`src/rtl/matmul4_sequencer.sv`:
```
// Sequences a 4x4 matrix product C = A*B through one shared dot-product unit, one element/cycle.
// Optional MATMUL_SEQ_PIPE_EN registers coeff/coeff_ovf before capture and adds a WAIT state.
module matmul4_sequencer #(
  parameter int unsigned N = 32
) (
  input  logic            clk,
  input  logic            reset,
  input  logic            start,
  input  logic [16*N-1:0] a_mat,
  input  logic [16*N-1:0] b_mat,
  output logic [4*N-1:0]  vec_a,
  output logic [4*N-1:0]  vec_b,
  input  logic [N-1:0]    coeff,
  input  logic            coeff_ovf,
  output logic [16*N-1:0] c_mat,
  output logic            busy,
  output logic            done,
  output logic            overflow
);

`ifdef MATMUL_SEQ_PIPE_EN
  typedef enum logic [1:0] {StIdle, StRun, StWait, StDone} state_e;
`else
  typedef enum logic [1:0] {StIdle, StRun, StDone} state_e;
`endif

  state_e            state_q, state_d;
  logic [3:0]        idx_q, idx_d;
  logic [16*N-1:0]   a_reg_q, a_reg_d;
  logic [16*N-1:0]   b_reg_q, b_reg_d;
  logic [16*N-1:0]   c_mat_q, c_mat_d;
  logic              ovf_q, ovf_d;

  logic              wr_en;
  logic [3:0]        wr_idx;
  logic [N-1:0]      wr_data;
  logic              wr_ovf;

`ifdef MATMUL_SEQ_PIPE_EN
  // Capture stage: the element index travels with its coefficient.
  logic [N-1:0] cap_q;
  logic         cap_ovf_q;
  logic [3:0]   cap_idx_q;
  logic         cap_vld_q;
  logic [N-1:0] cap_d;
  logic         cap_ovf_d;
  logic [3:0]   cap_idx_d;
  logic         cap_vld_d;

  always_comb begin
    cap_d     = coeff;
    cap_ovf_d = coeff_ovf;
    cap_idx_d = idx_q;
    cap_vld_d = (state_q == StRun);
    wr_en     = cap_vld_q;
    wr_idx    = cap_idx_q;
    wr_data   = cap_q;
    wr_ovf    = cap_ovf_q;
  end

  always_ff @(posedge clk) begin
    if (reset) begin
      cap_q     <= '0;
      cap_ovf_q <= 1'b0;
      cap_idx_q <= '0;
      cap_vld_q <= 1'b0;
    end else begin
      cap_q     <= cap_d;
      cap_ovf_q <= cap_ovf_d;
      cap_idx_q <= cap_idx_d;
      cap_vld_q <= cap_vld_d;
    end
  end
`else
  always_comb begin
    wr_en   = (state_q == StRun);
    wr_idx  = idx_q;
    wr_data = coeff;
    wr_ovf  = coeff_ovf;
  end
`endif

  always_comb begin
    state_d = state_q;
    idx_d   = idx_q;
    a_reg_d = a_reg_q;
    b_reg_d = b_reg_q;
    c_mat_d = c_mat_q;
    ovf_d   = ovf_q;

    if (wr_en) begin
      c_mat_d[32'(wr_idx) * N +: N] = wr_data;
      ovf_d = ovf_q | wr_ovf;
    end

    case (state_q)
      StIdle, StDone: begin
        if (start) begin
          a_reg_d = a_mat;
          b_reg_d = b_mat;
          ovf_d   = 1'b0;
          idx_d   = '0;
          state_d = StRun;
        end else if (state_q == StDone) begin
          state_d = StIdle;
        end
      end
      StRun: begin
        idx_d = idx_q + 4'd1;
        if (idx_q == 4'd15) begin
`ifdef MATMUL_SEQ_PIPE_EN
          state_d = StWait;
`else
          state_d = StDone;
`endif
        end
      end
`ifdef MATMUL_SEQ_PIPE_EN
      StWait: state_d = StDone;
`endif
      default: state_d = StIdle;
    endcase
  end

  always_ff @(posedge clk) begin
    if (reset) begin
      state_q <= StIdle;
      idx_q   <= '0;
      a_reg_q <= '0;
      b_reg_q <= '0;
      c_mat_q <= '0;
      ovf_q   <= 1'b0;
    end else begin
      state_q <= state_d;
      idx_q   <= idx_d;
      a_reg_q <= a_reg_d;
      b_reg_q <= b_reg_d;
      c_mat_q <= c_mat_d;
      ovf_q   <= ovf_d;
    end
  end

  // Operand vectors come only from latched registers, never from the live inputs.
  always_comb begin
    vec_a = '0;
    vec_b = '0;
    if (state_q == StRun) begin
      vec_a = a_reg_q[32'(idx_q[3:2]) * 4 * N +: 4 * N];
      for (int k = 0; k < 4; k++) begin
        vec_b[k*N +: N] = b_reg_q[(4 * k + 32'(idx_q[1:0])) * N +: N];
      end
    end
  end

`ifdef MATMUL_SEQ_PIPE_EN
  assign busy = (state_q == StRun) || (state_q == StWait);
`else
  assign busy = (state_q == StRun);
`endif
  assign done     = (state_q == StDone);
  assign c_mat    = c_mat_q;
  assign overflow = ovf_q;

endmodule
```
`config.mk`:
```
export PLATFORM = sky130hd
export DESIGN_NAME = matmul4_sequencer
export DESIGN_NICKNAME = d
export VERILOG_FILES = /design/src/rtl/matmul4_sequencer.sv
export SDC_FILE = /design/constraint.sdc
export NUM_CORES = 2
export LEC_CHECK = 0
export CAP_MARGIN = 20
export CORE_AREA = 2 2 710 712
export DETAILED_ROUTE_END_ITERATION = 12
export DIE_AREA = 0 0 712 714
export PLACE_DENSITY_LB_ADDON = 0.3
export SLEW_MARGIN = 0
export SYNTH_ARGS = -nofsm -noshare
export SYNTH_HDL_FRONTEND = slang
export SYNTH_SLANG_ARGS = --single-unit
```
`constraint.sdc`:
```
create_clock -name clk -period 4.3 [get_ports clk]
set_input_delay 0.43 -clock clk [delete_from_list [all_inputs] [get_ports clk]]
set_output_delay 0.43 -clock clk [all_outputs]
set_load 0.01 [all_outputs]
```
# [Yosys cells after proc, flatten, opt, wreduce, memory -nomap -nowiden]
# Index checks and enable logic that the tools add are counted.
[word_totals] ramBits=0 latch_bits=0 word_cells=43 n_memories=0 rom_bits=0 regBits=1543
[op_classes] mux=12 bitwise_logic=1 add_sub_neg=5 n_reduce_logical=6 magnitude_cmp=0 shift=7 n_mul=0 div_mod_pow=0 eq_ne=6
[ops] cell="512-bit by 11-bit indexed part select with 32-bit output" n=2
[ops] cell="512-bit bitwise mux" n=1
[ops] cell="32-bit by 34-bit variable shift with 512-bit output, first input constant" n=1
[ops] cell="32-bit by 34-bit indexed part select with 512-bit output" n=1
[ops] cell="512-bit by 10-bit indexed part select with 128-bit output" n=1
[ops] cell="512-bit by 10-bit indexed part select with 32-bit output" n=1
[ops] cell="512-bit by 8-bit indexed part select with 32-bit output" n=1
[ops] cell="128-bit two-way mux" n=2
[ops] cell="9-bit negator with 34-bit output" n=1
[ops] cell="4-bit by 2-bit adder with 5-bit output, first input constant" n=2
[ops] cell="4-bit one-hot mux with 2 select lines" n=1
[ops] cell="2-bit two-way mux" n=3
[ops] cell="2-bit AND reduction" n=3
[ops] cell="3-bit by 2-bit adder with 4-bit output, first input constant" n=1
[ops] cell="4-bit by 1-bit adder with 4-bit output, second input constant" n=1
[ops] cell="4-bit == test, second input constant" n=1
[ops] cell="4-bit two-way mux" n=1
[ops] cell="2-bit one-hot mux with 2 select lines" n=1
[ops] cell="1-bit two-way mux" n=3
[ops] cell="3-bit != test, second input constant" n=1
[ops] cell="2-bit by 1-bit == test with 1-bit output, second input constant" n=1
[ops] cell="2-bit == test, second input constant" n=1
[ops] cell="2-bit logical NOT" n=1
[ops] cell="2-bit by 1-bit != test with 1-bit output, second input constant" n=1
[ops] cell="4 further kinds" n=4

# [Longest topological paths before layout]
[logic_depth] ltp_word=4 mapped_depth=12 ltp_nobuf=6

# [Worst setup path after synthesis]
# Ideal clock, no wire load.
[synth_path] kind="register to register" startpoint="reg idx_q[1]" endpoint="reg c_mat_q[100], in the netlist c_mat[100]" setup_time_ns=0.132 setup_slack_ns=1.123 t_arrival_ns=3.045 n_path_buf=6 stages_incl_launch_ff=13 required_ns=4.168 path_cell_list="dfxtp_1 > clkbuf_1 > clkbuf_1 > clkbuf_1 > inv_1 > ha_1 > buf_2 > or3b_4 > or4_1 > clkbuf_1 > clkbuf_1 > nand2_1 > a21oi_1"
[synth_between] elab_chain_len=3
[synth_rtl] element="start: declaration" line="28" source="logic [3:0] idx_q, idx_d;"
[synth_rtl] element="start signal: assignment" line="135" source="idx_q <= idx_d;"
[synth_rtl] element="9-bit negator with 34-bit output *" line="92" source="c_mat_d[32'(wr_idx) * N +: N] = wr_data;"
[synth_rtl] element="32-bit by 34-bit indexed part select with 512-bit output / 32-bit by 34-bit variable shift with 512-bit output (equally long branches)" line="92"
[synth_rtl] element="512-bit bitwise mux *" line="92"
[synth_rtl] element="end signal: assignment" line="138" source="c_mat_q <= c_mat_d;"
[synth_rtl] element="end: declaration" line="31" source="logic [16*N-1:0] c_mat_q, c_mat_d;"
# Every way passes the cells marked *; elsewhere a longest branch is shown, timed or not.
# A chain may end at the register's enable or synchronous reset.

# [Worst setup path after layout]
[layout_path] startpoint="reg state_q[1]" endpoint="out vec_b[72]"
[layout_between] elab_chain_len=2
[layout_rtl] element="start: declaration" line="27" source="state_e state_q, state_d;"
[layout_rtl] element="start signal: assignment" line="127" source="state_q <= StIdle;"
[layout_rtl] element="start signal: assignment" line="134" source="state_q <= state_d;"
[layout_rtl] element="2-bit by 1-bit == test with 1-bit output" line="147" source="if (state_q == StRun) begin"
[layout_rtl] element="128-bit two-way mux" line="147"
[layout_rtl] element="end: declaration" line="12" source="output logic [4*N-1:0] vec_b,"
# No other way between the ends.

==> results.md <==
* Die area at 0.508 sq mm
* Critical path capture point type: primary output
* Most frequent cell after synthesis: nand2_1
* DRT iter0 DRCs at 5006
* Peak supply drop at 311 uV
* IO buf count at 1830
* Initial antenna violation count at 180
* Number of synthesized flops with an enable pin at 0
* Vias in the first global route at 58800
* Static leakage at 32.8 nW
* Post-Syn Area at 0.0615 sq mm
* Worst Max-Slew Pin Slew at 1.15 ns
* Top-area cell type share of the netlist area at 50.2%
* Ys Warns at 0
* Max Root-Sink Buffers at 4
* GRT Residual Overflow at 0
* Largest net degree at the start of global routing at 161
* RePlAce Congestion at 0.910
* Comb pwr share at 12.5%
* Crit path arrival time at 3.63 ns
* Area delta synth->final at 57.6%
* Final Hold Violating Endpoints at 0
* Kind of critical path: register to primary output
* CP max FO at 78
* Post-CTS Setup Inserts at 0
* CP Launch Type: register
* Clk pwr share at 46.4%
* Initial Util at 12.3%
* First-pass GRT wire length at 547000 microns
* Switch share at 27.5%
* Final Cell Area at 0.0969 sq mm
* Synthesized flop and latch total at 1543
* Seq pwr share at 41.1%
* Pre-CTS WS at 0.845 ns
* PD cells at 384 mW/mm^2
* Total core area at 0.500 sq mm
* Yosys cell types at 45
* Required @ worst endpoint at 3.87 ns
* Max_cap viols at 0
* Row cnt at 260
* Die Y at 714 microns
* Layout cells sized above 1 at 8.65%
* TritonCTS clock tree: done
* Drt drc at 0
* Final Max Tran Viols at 0
* Layout net count at 10000
* Hold Crit Class: input port to register
* Placed inst area at 0.0874 sq mm
* CTS Buf Count at 195
* Top_reg_cell synth: dfxtp_1
* Filler cell count at 56200
* Main area contributors after synthesis: dfxtp_1, nand2_1, a21oi_1
* Wire length per cell at 26.2 microns
* Post-layout minimum cycle time at 4.06 ns
* Cells after Synth at 7192
* Io pins at 1831
* Syn_nets at 8255
* Non-Filler Instances at 16000
* Register area share after synthesis at 50.2%
* Final Cycle Share at 94.5%
* Clk slew on worst S/H paths at 0.07 ns
* Final worst slack at 0.239 ns
* Vias at 61200
* CTS root buf: clkbuf_16
* Achievable frequency at 246 MHz
* ANT nets after route at 0
* RSZ-0062 raised after global routing: false
* Clock sink total at 1543
* Net switching power at 10.2 mW
* Rel. slew slack at 23.5%
* All-layer global routing usage at 15.6%
* Final setup TNS at 0 ns
* Clk Latency, worst-skew pair at 0.89 ns
* Post-DP HPWL at 327000 microns
* Die X at 712 microns
* Cell Int Power at 27.0 mW
* Leading area contributor after synthesis: dfxtp_1
* Final Core Density at 19.4%
* Routed wire length at 419000 microns
* Number of vias per cell at 3.83
* Clk_skew at 0.0440 ns
* Run status: finished, final reports clean
* FFs w/ async S/R, synth at 0%
* DP Cell Count at 15200
* TritonRoute pass-1 iters at 5
* H-tree depth at 4
* Syn avg cell area at 8.55 sq um
* Post-synth top cells: nand2_1, dfxtp_1, a21oi_1
* Setup Viol. Count Final at 0
[state kept, by name, indices dropped and copies added (netlist names)]
name	count
state_q	2
overflow	1
c_mat	512
b_reg_q	512
idx_q	4
a_reg_q	512
[worst max-delay path: stages, from the launching register on]
cell,delay (ns)
dfxtp_1,0.41
nand2b_1,0.47
clkinv_8,0.44
buf_12,0.42
and2_1,0.19
clkdlybuf4s50_1,0.59
[path summary, 6_finish.rpt]
| check | cells after the start | slack [ns] | from | end |
|---|---|---|---|---|
| worst max-delay path | 5 | 0.24 | state_q[1] | vec_b[72] |
| worst min-delay path | 2 | 0.11 | reset | c_mat[99] |
| worst max register to register | 7 | 0.86 | idx_q[3] | c_mat[380] |
| worst min register to register | 2 | 0.45 | c_mat[440] | c_mat[440] |
[layer usage]
| metal | wire [microns] | global-route usage (%) |
|---|---|---|
| met5 | 340 | 0 |
| met1 | 171000 | 19.0 |
| met2 | 201000 | 26.3 |
| met3 | 29100 | 3.99 |
| met4 | 17300 | 6.23 |
[repair_timing]
| item | CTS | global route |
|---|---|---|
| hold endpoints to repair | 246 | 0 |
| endpoints found under the setup margin | 0 | 13 |
| gates resized for setup | 0 | 1 |
| hold buffers | 245 | 0 |
[final cells by class]
cell class | instances | area [sq um] | share of cell area (%)
sequential | 1543 | 30900 | 31.9
clock buffer | 285 | 5670 | 5.85
tap | 6681 | 8360 | 8.63
timing repair buffer | 2238 | 22400 | 23.1
antenna | 172 | 430 | 0.444
inverter | 5 | 31.3 | 0.0323
clock inverter | 62 | 903 | 0.932
multi-input combinational | 4981 | 28200 | 29.1
[per-stage QoR]
step / total power [mW] / hold WS (ns)
after floorplan: 17.3 / 0.433
after global placement: 20.1 / 0.439
after detailed placement: 20.1 / 0.443
after CTS: 37.7 / 0.0000316
after global routing: 38.5 / 0.0359
final: 37.2 / 0.105
[layout by cell type, fill, tap and decap left out, types with 38 or more instances in the layout]
cell and instances:
a21oi_1 1287, a22o_1 95, and2_1 256, buf_12 38
buf_4 131, clkbuf_1 47, clkbuf_16 197, clkbuf_8 41
clkdlybuf4s50_1 1803, dfxtp_1 1539, diode_2 172, dlygate4sd3_1 245
mux2i_1 65, mux4_2 256, nand2_1 2276, nand2b_1 132
nand3_1 278, o21ai_0 210
[cells by family (layout without fill, tap and decap cells)]
family / after synthesis / count (layout) / synth area share, %
AO/OA/AOI/OAI: 1618 / 1618 / 13.8
XOR/XNOR: 2 / 2 / 0.0529
adder cells (fa/ha/maj): 3 / 3 / 0.0611
buffers and inverters: 668 / 2590 / 4.21
flip-flops: 1543 / 1543 / 50.2
multiplexers: 321 / 321 / 10.4
other: 0 / 172 / 0
AND/OR/NAND/NOR: 3037 / 3037 / 21.2
[power groups by stage]
| stage | Combinational, mW | Clock, mW | Sequential [mW] |
|---|---|---|---|
| 6_report | 4.65 | 17.3 | 15.3 |
| 4_1_cts | 4.69 | 17.7 | 15.3 |
| 2_1_floorplan | 1.86 | 0 | 15.4 |
| 3_3_place_gp | 4.44 | 0 | 15.6 |
| 3_5_place_dp | 4.45 | 0 | 15.6 |
| 5_1_grt | 4.94 | 18.2 | 15.4 |
No activity file was read; power rests on OpenSTA's default activity.
